File: src/rtl/dna_loader.sv
// ----------------------------------------------------------------------------
// dna_loader
//
// Writer side of the nucleotide sequence memory. Accepts an ASCII nucleotide
// stream over a valid/ready handshake, encodes each letter to a 2-bit code
// (A=00, C=01, G=10, T=11, upper or lower case) and writes the codes to
// consecutive addresses starting at dna_start. When the load ends it reports
// the number of nucleotides written on dna_length.
//
// A load ends in one of three ways:
//   - the terminator character TERM is accepted   -> DONE, nothing written
//   - max_length nucleotides have been written    -> DONE, no terminator needed
//   - any other character is accepted             -> ERR, nothing written
//
// Ports
//   clock       system clock, rising edge
//   reset_N     asynchronous active-low reset
//   start       one-cycle load request, honoured in IDLE, DONE or ERR
//   dna_start   base address, sampled on an accepted start
//   max_length  capacity in nucleotides, sampled on an accepted start
//   in_valid    in_char holds a character
//   in_char     ASCII character
//   in_ready    loader accepts a character this cycle (high only in RUN)
//   mem_we      one-cycle write strobe, one cycle after a nucleotide accept
//   mem_addr    write address
//   mem_data    encoded nucleotide
//   done        load finished, held until the next accepted start
//   error       load aborted, held until the next accepted start
//   dna_length  nucleotides written, valid while done or error is high
// ----------------------------------------------------------------------------
module dna_loader #(
    parameter int          AW   = 16,
    parameter logic [7:0]  TERM = 8'h2E
) (
    input  logic          clock,
    input  logic          reset_N,
    input  logic          start,
    input  logic [AW-1:0] dna_start,
    input  logic [AW-1:0] max_length,
    input  logic          in_valid,
    input  logic [7:0]    in_char,
    output logic          in_ready,
    output logic          mem_we,
    output logic [AW-1:0] mem_addr,
    output logic [1:0]    mem_data,
    output logic          done,
    output logic          error,
    output logic [AW-1:0] dna_length
);

    typedef enum logic [1:0] {
        S_IDLE = 2'd0,
        S_RUN  = 2'd1,
        S_DONE = 2'd2,
        S_ERR  = 2'd3
    } state_t;

    localparam logic [AW-1:0] ONE = {{(AW-1){1'b0}}, 1'b1};

    state_t        state_q,      state_d;
    logic [AW-1:0] addr_ptr_q,   addr_ptr_d;
    logic [AW-1:0] count_q,      count_d;
    logic [AW-1:0] max_len_q,    max_len_d;
    logic          done_q,       done_d;
    logic          error_q,      error_d;
    logic [AW-1:0] dna_length_q, dna_length_d;
    logic          mem_we_q,     mem_we_d;
    logic [AW-1:0] mem_addr_q,   mem_addr_d;
    logic [1:0]    mem_data_q,   mem_data_d;
    logic          in_ready_q,   in_ready_d;

    logic          accept;
    logic          is_nuc;
    logic [1:0]    nuc_code;
    logic [AW-1:0] count_inc;

    // Letter classification: is_nuc flags the eight legal letters, nuc_code
    // is their 2-bit encoding (case-insensitive).
    always_comb begin
        is_nuc   = 1'b1;
        nuc_code = 2'b00;
        case (in_char)
            8'h41, 8'h61: nuc_code = 2'b00;  // A a
            8'h43, 8'h63: nuc_code = 2'b01;  // C c
            8'h47, 8'h67: nuc_code = 2'b10;  // G g
            8'h54, 8'h74: nuc_code = 2'b11;  // T t
            default: begin
                is_nuc   = 1'b0;
                nuc_code = 2'b00;
            end
        endcase
    end

    assign accept    = in_valid && in_ready_q;
    assign count_inc = count_q + ONE;

    always_comb begin
        state_d      = state_q;
        addr_ptr_d   = addr_ptr_q;
        count_d      = count_q;
        max_len_d    = max_len_q;
        done_d       = done_q;
        error_d      = error_q;
        dna_length_d = dna_length_q;
        mem_we_d     = 1'b0;
        mem_addr_d   = mem_addr_q;
        mem_data_d   = mem_data_q;

        case (state_q)
            S_RUN: begin
                // start is deliberately ignored here; only characters matter.
                if (accept) begin
                    if (is_nuc) begin
                        mem_we_d   = 1'b1;
                        mem_addr_d = addr_ptr_q;
                        mem_data_d = nuc_code;
                        addr_ptr_d = addr_ptr_q + ONE;  // wraps silently
                        count_d    = count_inc;
                        // Capacity reached: finish on the same edge so the
                        // next character is never offered in_ready.
                        if (count_inc == max_len_q) begin
                            state_d      = S_DONE;
                            done_d       = 1'b1;
                            dna_length_d = count_inc;
                        end
                    end else if (in_char == TERM) begin
                        state_d      = S_DONE;
                        done_d       = 1'b1;
                        dna_length_d = count_q;
                    end else begin
                        // Already written words stay in memory.
                        state_d      = S_ERR;
                        error_d      = 1'b1;
                        dna_length_d = count_q;
                    end
                end
            end
            default: begin  // S_IDLE, S_DONE, S_ERR
                if (start) begin
                    addr_ptr_d   = dna_start;
                    count_d      = '0;
                    max_len_d    = max_length;
                    error_d      = 1'b0;
                    dna_length_d = '0;
                    if (max_length == '0) begin
                        // Zero capacity: complete immediately, empty sequence.
                        state_d = S_DONE;
                        done_d  = 1'b1;
                    end else begin
                        state_d = S_RUN;
                        done_d  = 1'b0;
                    end
                end
            end
        endcase

        // in_ready is registered from the next state so it is glitch-free and
        // drops in the very cycle after the final accept.
        in_ready_d = (state_d == S_RUN);
    end

    always_ff @(posedge clock or negedge reset_N) begin
        if (!reset_N) begin
            state_q      <= S_IDLE;
            addr_ptr_q   <= '0;
            count_q      <= '0;
            max_len_q    <= '0;
            done_q       <= 1'b0;
            error_q      <= 1'b0;
            dna_length_q <= '0;
            mem_we_q     <= 1'b0;
            mem_addr_q   <= '0;
            mem_data_q   <= '0;
            in_ready_q   <= 1'b0;
        end else begin
            state_q      <= state_d;
            addr_ptr_q   <= addr_ptr_d;
            count_q      <= count_d;
            max_len_q    <= max_len_d;
            done_q       <= done_d;
            error_q      <= error_d;
            dna_length_q <= dna_length_d;
            mem_we_q     <= mem_we_d;
            mem_addr_q   <= mem_addr_d;
            mem_data_q   <= mem_data_d;
            in_ready_q   <= in_ready_d;
        end
    end

    assign in_ready   = in_ready_q;
    assign mem_we     = mem_we_q;
    assign mem_addr   = mem_addr_q;
    assign mem_data   = mem_data_q;
    assign done       = done_q;
    assign error      = error_q;
    assign dna_length = dna_length_q;

endmodule

File: config.mk
export PLATFORM = sky130hd
export DESIGN_NAME = dna_loader
export DESIGN_NICKNAME = d
export VERILOG_FILES = /design/src/rtl/dna_loader.sv
export SDC_FILE = /design/constraint.sdc
export NUM_CORES = 1
export LEC_CHECK = 0
export BUFFER_PORTS_ARGS = -buffer_cell sky130_fd_sc_hd__buf_4
export CAP_MARGIN = 20
export CORE_ASPECT_RATIO = 2
export CORE_MARGIN = 1.5
export CORE_UTILIZATION = 40
export DETAILED_ROUTE_END_ITERATION = 8
export PLACE_DENSITY = 0.68
export REMOVE_ABC_BUFFERS = 1
export SYNTH_ARGS = -nofsm -noshare
export SYNTH_HDL_FRONTEND = slang
export SYNTH_SLANG_ARGS = --single-unit
export TNS_END_PERCENT = 50
File: constraint.sdc
create_clock -name clock -period 3.3 [get_ports clock]
set_input_delay 0 -clock clock [delete_from_list [all_inputs] [get_ports clock]]
set_output_delay 0 -clock clock [all_outputs]
set_load 0.03 [all_outputs]
==> results.sh, run 1 <==
export IMPL_fin_skew_ns=0.00838
export IMPL_seq_power_share=0.407
export IMPL_maxSlewHeadroom=0.442
export IMPL_synth_edf_count=0
export IMPL_syn_to_final_growth_pct=27.7
export IMPL_clock_sinks=88
export IMPL_cts_tree="built"
export IMPL_p_int_uw=2480
export IMPL_post_route_min_period_ns=2.98
export IMPL_synthArstFlopShare=1.00
export IMPL_vdd_drop_max_mv=0.457
export IMPL_max_cap_viol_count=0
export IMPL_crit_fanout=21
export IMPL_clk_latency_ns=0.35
export IMPL_dp_hpwl_um=9290
export IMPL_wl_per_cell_um=16.7
export IMPL_synthFlopType="dfrtp_1"
export IMPL_period_share=0.904
export IMPL_fillCellCount=1051
export IMPL_cts_hold_buffers=33
export IMPL_initial_utilization=0.410
export IMPL_yosysUniqueCellTypes=54
export IMPL_clk_pin_slew_ns=0.06
export IMPL_critical_path_arrival_ns=3.22
export IMPL_die_w_um=80.4
export IMPL_crit_required_ns=3.54
export IMPL_cts_root_buf="clkbuf_16"
export IMPL_critPathLaunchType="register"
export IMPL_cp_cell_sequence="ha_1, nand3_1, nor3_1, xnor2_1, nand2_1, nor4_2, a21oi_2, buf_4, nor2b_1, o21a_1"
export IMPL_antennaDiodeCount=0
export IMPL_hold_viol=0
export IMPL_avgSynthCellArea_um2=9.09
export IMPL_power_density_nw_per_um2=646
export IMPL_whs_ns=0.00198
export IMPL_grt_overflow_total=0
export IMPL_grt_pass1_vias=4397
export IMPL_seq_area_frac_synth=0.459
export IMPL_cts_buffer_depth=2
export IMPL_vias=4273
export IMPL_tightest_slew_ns=0.837
export IMPL_netlist_instances=528
export IMPL_antenna_found_initial=0
export IMPL_postCtsSetupBuffers=0
export IMPL_drt_total_wl_um=13000
export IMPL_drtAntennaViolNets=0
export IMPL_final_max_slew_viol_count=0
export IMPL_end_kind="register"
export IMPL_portBuffers=81
export IMPL_clkPwrFrac=0.242
export IMPL_postCtsResizedCells=0
export IMPL_ys_warn_count=0
export IMPL_p_sw_uw=1470
export IMPL_chipHeight_um=158
export IMPL_h_tree_depth=3
export IMPL_place_congestion=0.885
export IMPL_finalSetupViolCount=0
export IMPL_outcome="finished, final reports clean"
export IMPL_pre_cts_ws_ns=0.403
export IMPL_crit_buf_inv=1
export IMPL_avgViaCountPerCell=5.50
export IMPL_leakage_uw=0.00276
export IMPL_worst_hold_path_type="input port to register"
export IMPL_synth_cell_area_um2=4800
export IMPL_swShare=0.372
export IMPL_combPwrFrac=0.351
export IMPL_drc=0
export IMPL_drive_gt1_frac=0.231
export IMPL_fin_ws_ns=0.317
export IMPL_slowest_delay_ns=0.50
export IMPL_synth_ff_latch_count=88
export IMPL_grt_max_degree=66
export IMPL_track_usage=0.216
export IMPL_fp_coreArea_um2=11700
export IMPL_fin_nets=674
export IMPL_fmax_mhz=335
export IMPL_critPathSlowestCell="nor4_2"
export IMPL_cts_buffers=9
export IMPL_drt_iter0_drc=328
export IMPL_io_pins=82
export IMPL_grt_first_pass_wirelength_um=21000
export IMPL_grt_setup_unrepaired="false"
export IMPL_dieArea_um2=12700
export IMPL_crit_family="simple AND/OR/NAND/NOR gates"
export IMPL_rows=56
export IMPL_criticalPathCategory="register to register"
export IMPL_first_pass_iters=5
-- registers in the layout, summed over array words and instances (netlist names) --
name        count
addr_ptr_q     16
count_q        16
dna_length     16
max_len_q      16
mem_addr       16
mem_data        2
state_q         2
done            1
error           1
in_ready        1
mem_we          1
-- synth_stat cells (3+ instances only) --
library cell   n  area, um^2
xnor2_1       15         131
inv_1          7        26.3
dfrtp_1       88        2200
nand2b_1       4        25.0
mux2i_1        4        40.0
nand4_1        3        18.8
o21ai_0       48         240
nor3_1         9        45.0
a21oi_1       31         155
a31oi_1        6        37.5
nor2_1        34         128
o31ai_2        7        87.6
buf_2         11        55.1
xor2_1        17         149
nor3b_1        4        30.0
nor4_1         6        37.5
nor2b_1        3        18.8
nand2_1       80         300
and3_1        11        68.8
clkbuf_1      22        82.6
o31ai_1        5        37.5
nand3_1       39         195
o21ai_1       10        50.1
mux2_2        22         248
buf_1          3        11.3
-- metrics by stage --
stage                     total power, uW  instance area [um^2]   util  std cells  setup TNS (ns)
after floorplan                      2480                  4640      -        491           -6.43
after global placement               2930                  5520  0.472        729               0
after detailed placement             2980                  5520  0.472        729               0
after CTS                            3970                  6130  0.524        777               0
after global routing                 4180                  6130  0.524        777               0
final                                3960                  6130  0.524        777               0
-- power by group through the flow --
stage | Sequential, uW | Combinational, uW | Clock, uW
floorplan | 1720 | 760 | 0
detailed placement | 1620 | 1360 | 0
CTS | 1610 | 1390 | 970
finish | 1610 | 1390 | 957
global placement | 1610 | 1320 | 0
global route | 1650 | 1520 | 1010
-- final timing paths --
kind	slack [ns]	end	cells after the start	start
worst max-delay path	0.32	in_ready	10	count_q[0]
worst min-delay path	0.002	addr_ptr_q[6]	3	dna_start[6]
worst max register to register	0.32	in_ready	10	count_q[0]
worst min register to register	0.48	mem_addr[9]	2	mem_addr[9]
max in group asynchronous	2.13	state_q[0]	3	reset_N
min in group asynchronous	0.29	addr_ptr_q[10]	2	reset_N
-- cells in the final DEF, fill, tap and decap left out, drive strengths merged, types with 12 or more instances in the layout --
cell	instances
clkbuf	12
a21oi	32
o31ai	12
nand2	80
mux2	22
o21ai	58
nand3	39
nor2	34
buf	93
xnor2	16
dlygate4sd3	33
xor2	17
dfrtp	88
-- cell families after synthesis --
group                      Yosys count  synth area share
muxes                               26            0.0600
adders and majority gates            2           0.00521
buffers and inverters               44            0.0381
AOI/OAI and AO/OA                  125             0.157
xor gates and xnor gates            33            0.0618
and+or+nand+nor                    210             0.219
DFF                                 88             0.459
-- per-layer routing --
metal  wire length [um]  GRT usage  up-vias  share of wire
li1                   -          -     2056              -
met1               4800      0.215     2067           0.37
met2               7420      0.428      122           0.57
met3                409     0.0305       28          0.031
met4                354     0.0878        0          0.027
met5                  0          0        -              0
-- final cells by class --
| class | instances | area [um^2] | share of cell area |
|---|---|---|---|
| clock buffer | 12 | 256 | 0.0419 |
| clock inverter | 3 | 17.5 | 0.00286 |
| inverter | 7 | 26.3 | 0.00429 |
| multi-input combinational | 396 | 2410 | 0.394 |
| sequential | 88 | 2200 | 0.359 |
| tap | 145 | 181 | 0.0296 |
| timing repair buffer | 126 | 1030 | 0.168 |
-- tightest hold or removal path, delay by kind of cell --
kind                   cells  cell delay [ns]
AOI/OAI and AO/OA          2             0.22
buffers and inverters      1             0.08
Power figures use the tool's default switching activity.
==> run 2, diff against run 1 <==
--- a/config.mk
+++ b/config.mk
@@ -13,6 +13,7 @@
 export DETAILED_ROUTE_END_ITERATION = 8
 export PLACE_DENSITY = 0.68
 export REMOVE_ABC_BUFFERS = 1
+export SLEW_MARGIN = 15
 export SYNTH_ARGS = -nofsm -noshare
 export SYNTH_HDL_FRONTEND = slang
 export SYNTH_SLANG_ARGS = --single-unit
==> constraint.sdc (replaced) <==
create_clock -name clock -period 3.3 [get_ports clock]
set_input_delay 0.495 -clock clock [delete_from_list [all_inputs] [get_ports clock]]
set_output_delay 0.495 -clock clock [all_outputs]
set_load 0.03 [all_outputs]
==> run 2 against run 1 <==
  * Combinational power is 3% lower
  * Worst setup slack better by 0.037 ns
  * Via count is 1.5% lower
  * Sequential share of layout area is 1.9 points higher
  * Clock power is 8% higher
  * Final area is 5.0% lower
  * Routed wire length is 2.5% lower
  * Critical path type unchanged
  * Global-route usage hardly changed
==> results.sh, run 2 (same netlist as run 1, synthesis figures left out) <==
export IMPL_cts_root_buf="clkbuf_16"
export IMPL_finalSetupViolCount=0
export IMPL_clk_pin_slew_ns=0.06
export IMPL_grt_first_pass_wirelength_um=21100
export IMPL_dp_hpwl_um=9270
export IMPL_drt_total_wl_um=12700
export IMPL_power_density_nw_per_um2=686
export IMPL_fmax_mhz=339
export IMPL_worst_hold_path_type="input port to async pin"
export IMPL_critical_path_arrival_ns=3.18
export IMPL_syn_to_final_growth_pct=21.3
export IMPL_fillCellCount=1106
export IMPL_final_max_slew_viol_count=0
export IMPL_cts_buffers=9
export IMPL_postCtsResizedCells=0
export IMPL_first_pass_iters=5
export IMPL_drive_gt1_frac=0.243
export IMPL_wl_per_cell_um=17.0
export IMPL_leakage_uw=0.00264
export IMPL_drc=0
export IMPL_portBuffers=81
export IMPL_fin_nets=641
export IMPL_clock_sinks=88
export IMPL_grt_max_degree=46
export IMPL_clk_latency_ns=0.34
export IMPL_maxSlewHeadroom=0.281
export IMPL_grt_setup_unrepaired="false"
export IMPL_track_usage=0.216
export IMPL_chipHeight_um=158
export IMPL_vdd_drop_max_mv=0.506
export IMPL_cts_buffer_depth=2
export IMPL_hold_viol=0
export IMPL_dieArea_um2=12700
export IMPL_cts_hold_buffers=0
export IMPL_outcome="finished, final reports clean"
export IMPL_crit_required_ns=3.54
export IMPL_fp_coreArea_um2=11700
export IMPL_fin_skew_ns=0.00649
export IMPL_die_w_um=80.4
export IMPL_crit_fanout=21
export IMPL_grt_overflow_total=0
export IMPL_post_route_min_period_ns=2.95
export IMPL_criticalPathCategory="register to register"
export IMPL_pre_cts_ws_ns=0.388
export IMPL_final_core_util=0.498
export IMPL_end_kind="register"
export IMPL_drt_iter0_drc=380
export IMPL_stdcell_area_um2=5820
export IMPL_avgViaCountPerCell=5.65
export IMPL_antennaDiodeCount=0
export IMPL_antenna_found_initial=0
export IMPL_final_cell_mix="93 x buf_4, 88 x dfrtp_1, 80 x nand2_1"
export IMPL_initial_utilization=0.410
export IMPL_final_common_cell="buf_4"
export IMPL_fin_ws_ns=0.354
export IMPL_period_share=0.893
export IMPL_place_congestion=0.890
export IMPL_tightest_slew_ns=1.08
export IMPL_critPathLaunchType="register"
export IMPL_vias=4211
export IMPL_grt_pass1_vias=4362
export IMPL_rows=56
export IMPL_max_cap_viol_count=0
export IMPL_placed_area_um2=5520
export IMPL_postCtsSetupBuffers=0
export IMPL_io_pins=82
export IMPL_cts_tree="built"
export IMPL_drtAntennaViolNets=0
export IMPL_h_tree_depth=3
run 2: changes by cell type in the layout (fill, tap and decap cells not counted), sizes merged:
cell,change
dlygate4sd3,-33
clkinvlp,-1
clkbuf,+1
bufinv,+1
run 2: layer usage:
layer  wire length, um  GRT usage
met1              4540      0.218
met2              7180      0.413
met3               537     0.0380
met4               414      0.102
met5                 0          0
run 2: worst max-delay path: stages (launching register included):
cell	delay, ns
dfrtp_1	0.47
ha_1	0.33
nand3_1	0.25
nor3_1	0.42
xnor2_1	0.17
nand2_1	0.10
nor4_2	0.45
a21oi_2	0.12
buf_4	0.22
nor2b_1	0.16
o21a_1	0.12
run 2: power breakdown:
part	internal, uW	switching [uW]	total, uW
combinational	549	800	1350
sequential	1360	252	1610
clock	626	404	1030
run 2: final timing paths:
path	slack, ns	cells after the start	to	from
min in group clock	0.37	2	state_q[1]	start
worst max register to register	0.35	10	in_ready	count_q[0]
max in group asynchronous	2.39	2	addr_ptr_q[14]	reset_N
worst max-delay path	0.35	10	in_ready	count_q[0]
worst min-delay path	0.14	1	addr_ptr_q[11]	reset_N
worst min register to register	0.48	2	mem_addr[11]	mem_addr[11]
run 2: final cells by class:
type                    instances  area, um^2  share of cell area
repair buffers                 93         698               0.120
inverters                       7        26.3             0.00451
clock inverters                 3        40.0             0.00688
clock buffers                  13         260              0.0447
multi-input cells             396        2410               0.415
well taps                     145         181              0.0312
flip-flops and latches         88        2200               0.378
run 2: through the flow:
step                      TNS (ns)  power (uW)  hold slack (ns)  std cells
after global routing             0        4240            0.186        745
after global placement           0        2930            0.465        729
after floorplan             -12.15        2480            0.199        491
after detailed placement         0        2980            0.468        729
final                            0        3990            0.136        745
after CTS                        0        4020            0.159        745
==> run 3, diff against run 2 <==
--- a/config.mk
+++ b/config.mk
@@ -8,7 +8,7 @@
 export BUFFER_PORTS_ARGS = -buffer_cell sky130_fd_sc_hd__buf_4
 export CAP_MARGIN = 20
 export CORE_ASPECT_RATIO = 2
-export CORE_MARGIN = 1.5
+export CORE_MARGIN = 1
 export CORE_UTILIZATION = 40
 export DETAILED_ROUTE_END_ITERATION = 8
 export PLACE_DENSITY = 0.68
==> run 3 against run 2 <==
  * Clock power increased by 18%
  * Worst setup slack better by 0.016 ns
  * Non-clock buffer count decreased by 1
  * Final area rose by 1.1%
==> results.sh, run 3 (same netlist as run 1, synthesis figures left out) <==
export IMPL_post_route_min_period_ns=2.93
export IMPL_crit_buf_inv=1
export IMPL_grt_overflow_total=0
export IMPL_r2r_cells=10
export IMPL_drt_iter0_drc=224
export IMPL_fmax_mhz=341
export IMPL_portBuffers=81
export IMPL_antennaDiodeCount=0
export IMPL_reg2reg_to="in_ready"
export IMPL_vias=4128
export IMPL_wl_per_cell_um=17.3
export IMPL_fin_ws_ns=0.369
export IMPL_grt_max_degree=89
export IMPL_critPathLaunchType="register"
export IMPL_fin_nets=640
export IMPL_cts_buffer_depth=2
export IMPL_grt_setup_unrepaired="false"
export IMPL_cts_root_buf="clkbuf_16"
export IMPL_p_int_uw=2710
export IMPL_finalSetupViolCount=0
export IMPL_grt_pass1_vias=4285
export IMPL_crit_family="simple AND/OR/NAND/NOR gates"
export IMPL_chipHeight_um=157
export IMPL_crit_required_ns=3.53
export IMPL_end_kind="register"
export IMPL_pre_cts_ws_ns=0.393
export IMPL_drc=0
export IMPL_tightest_slew_ns=0.807
export IMPL_worst_hold_path_type="input port to async pin"
export IMPL_swShare=0.353
export IMPL_leakage_uw=0.00267
export IMPL_clkPwrFrac=0.291
export IMPL_first_pass_iters=4
export IMPL_max_cap_viol_count=0
export IMPL_cts_buffers=9
export IMPL_outcome="finished, final reports clean"
export IMPL_syn_to_final_growth_pct=22.6
export IMPL_drtAntennaViolNets=0
export IMPL_clk_pin_slew_ns=0.06
export IMPL_power_density_nw_per_um2=712
export IMPL_dieArea_um2=12500
export IMPL_io_pins=82
export IMPL_p_sw_uw=1480
export IMPL_maxSlewHeadroom=0.462
export IMPL_final_max_slew_viol_count=0
export IMPL_vdd_drop_max_mv=0.532
export IMPL_track_usage=0.220
export IMPL_postCtsSetupBuffers=0
export IMPL_avgViaCountPerCell=5.55
export IMPL_antenna_found_initial=0
export IMPL_drt_total_wl_um=12900
export IMPL_dp_hpwl_um=9480
export IMPL_initial_utilization=0.410
export IMPL_grt_first_pass_wirelength_um=20900
export IMPL_final_cell_mix="91 x buf_4, 88 x dfrtp_1, 80 x nand2_1"
export IMPL_clk_latency_ns=0.34
export IMPL_period_share=0.888
export IMPL_drive_gt1_frac=0.245
export IMPL_fp_coreArea_um2=11700
export IMPL_critical_path_arrival_ns=3.16
export IMPL_clock_sinks=88
export IMPL_final_common_cell="buf_4"
export IMPL_hold_viol=0
export IMPL_rows=56
export IMPL_criticalPathCategory="register to register"
export IMPL_h_tree_depth=3
export IMPL_slowest_delay_ns=0.49
export IMPL_crit_fanout=13
export IMPL_finalSetupTns_ns=0
export IMPL_r2r_start="count_q[0]"
export IMPL_cp_cell_sequence="ha_1, nand3_1, nor3_1, xnor2_1, nand2_1, nor4_2, a21oi_2, buf_4, nor2b_1, o21a_1"
export IMPL_fin_skew_ns=0.0110
export IMPL_critPathSlowestCell="nor4_2"
export IMPL_r2r_slack_ns=0.37
export IMPL_cts_hold_buffers=0
export IMPL_combPwrFrac=0.321
export IMPL_cts_tree="built"
export IMPL_seq_power_share=0.387
export IMPL_postCtsResizedCells=0
export IMPL_die_w_um=79.4
export IMPL_place_congestion=0.900
run 3: cell types whose count changed in the layout (fill, tap and decap cells not counted), sizes merged:
cell,before,now
buf,93,92
clkbuf,13,12
bufinv,1,3
clkinv,2,1
run 3: worst register-to-register path, cell delays in order (launching register included):
cell	delay, ns
dfrtp_1	0.47
ha_1	0.31
nand3_1	0.26
nor3_1	0.44
xnor2_1	0.17
nand2_1	0.08
nor4_2	0.49
a21oi_2	0.12
buf_4	0.20
nor2b_1	0.16
o21a_1	0.14
run 3: layout make-up:
cell class	instances	area (um^2)
flip-flops and latches	88	2200
well taps	145	181
inverters	7	26.3
repair buffers	92	694
clock buffers	12	267
fillers	1092	5820
clock inverters	4	98.8
multi-input cells	396	2410
run 3: per-stage QoR:
step	total power (uW)	hold slack, ns	std cells	utilization	cell area (um^2)
floorplan	2480	0.199	491	-	4640
global placement	2950	0.466	728	0.471	5510
detailed placement	2990	0.464	728	0.471	5510
CTS	4220	0.376	744	0.502	5880
global route	4440	0.288	744	0.503	5880
finish	4190	0.190	744	0.503	5880
run 3: power by group through the flow:
stage          Combinational (uW)  Clock [uW]  Sequential [uW]
6_report                     1350        1220             1620
5_1_grt                      1490        1290             1660
4_1_cts                      1350        1240             1620
3_5_place_dp                 1350           0             1640
3_3_place_gp                 1320           0             1620
2_1_floorplan                 760           0             1720
run 3: how the worst max path moves through the flow:
| stage | start | end | slack, ns | cells after the start |
|---|---|---|---|---|
| floorplan | in_char[1] | count_q[10] | -0.55 | 8 |
| global placement | count_q[0] | in_ready | 0.47 | 10 |
| detailed placement | count_q[0] | in_ready | 0.39 | 10 |
| CTS | count_q[0] | in_ready | 0.38 | 10 |
| global route | count_q[0] | in_ready | 0.16 | 10 |
| finish | count_q[0] | in_ready | 0.37 | 10 |
run 3: per-layer routing:
layer	routed length [um]	share of wire	up-vias	GRT usage
met5	0	0	-	0
met4	564	0.044	0	0.122
li1	-	-	1991	-
met2	7270	0.56	125	0.410
met3	449	0.035	33	0.0342
met1	4620	0.36	1979	0.227
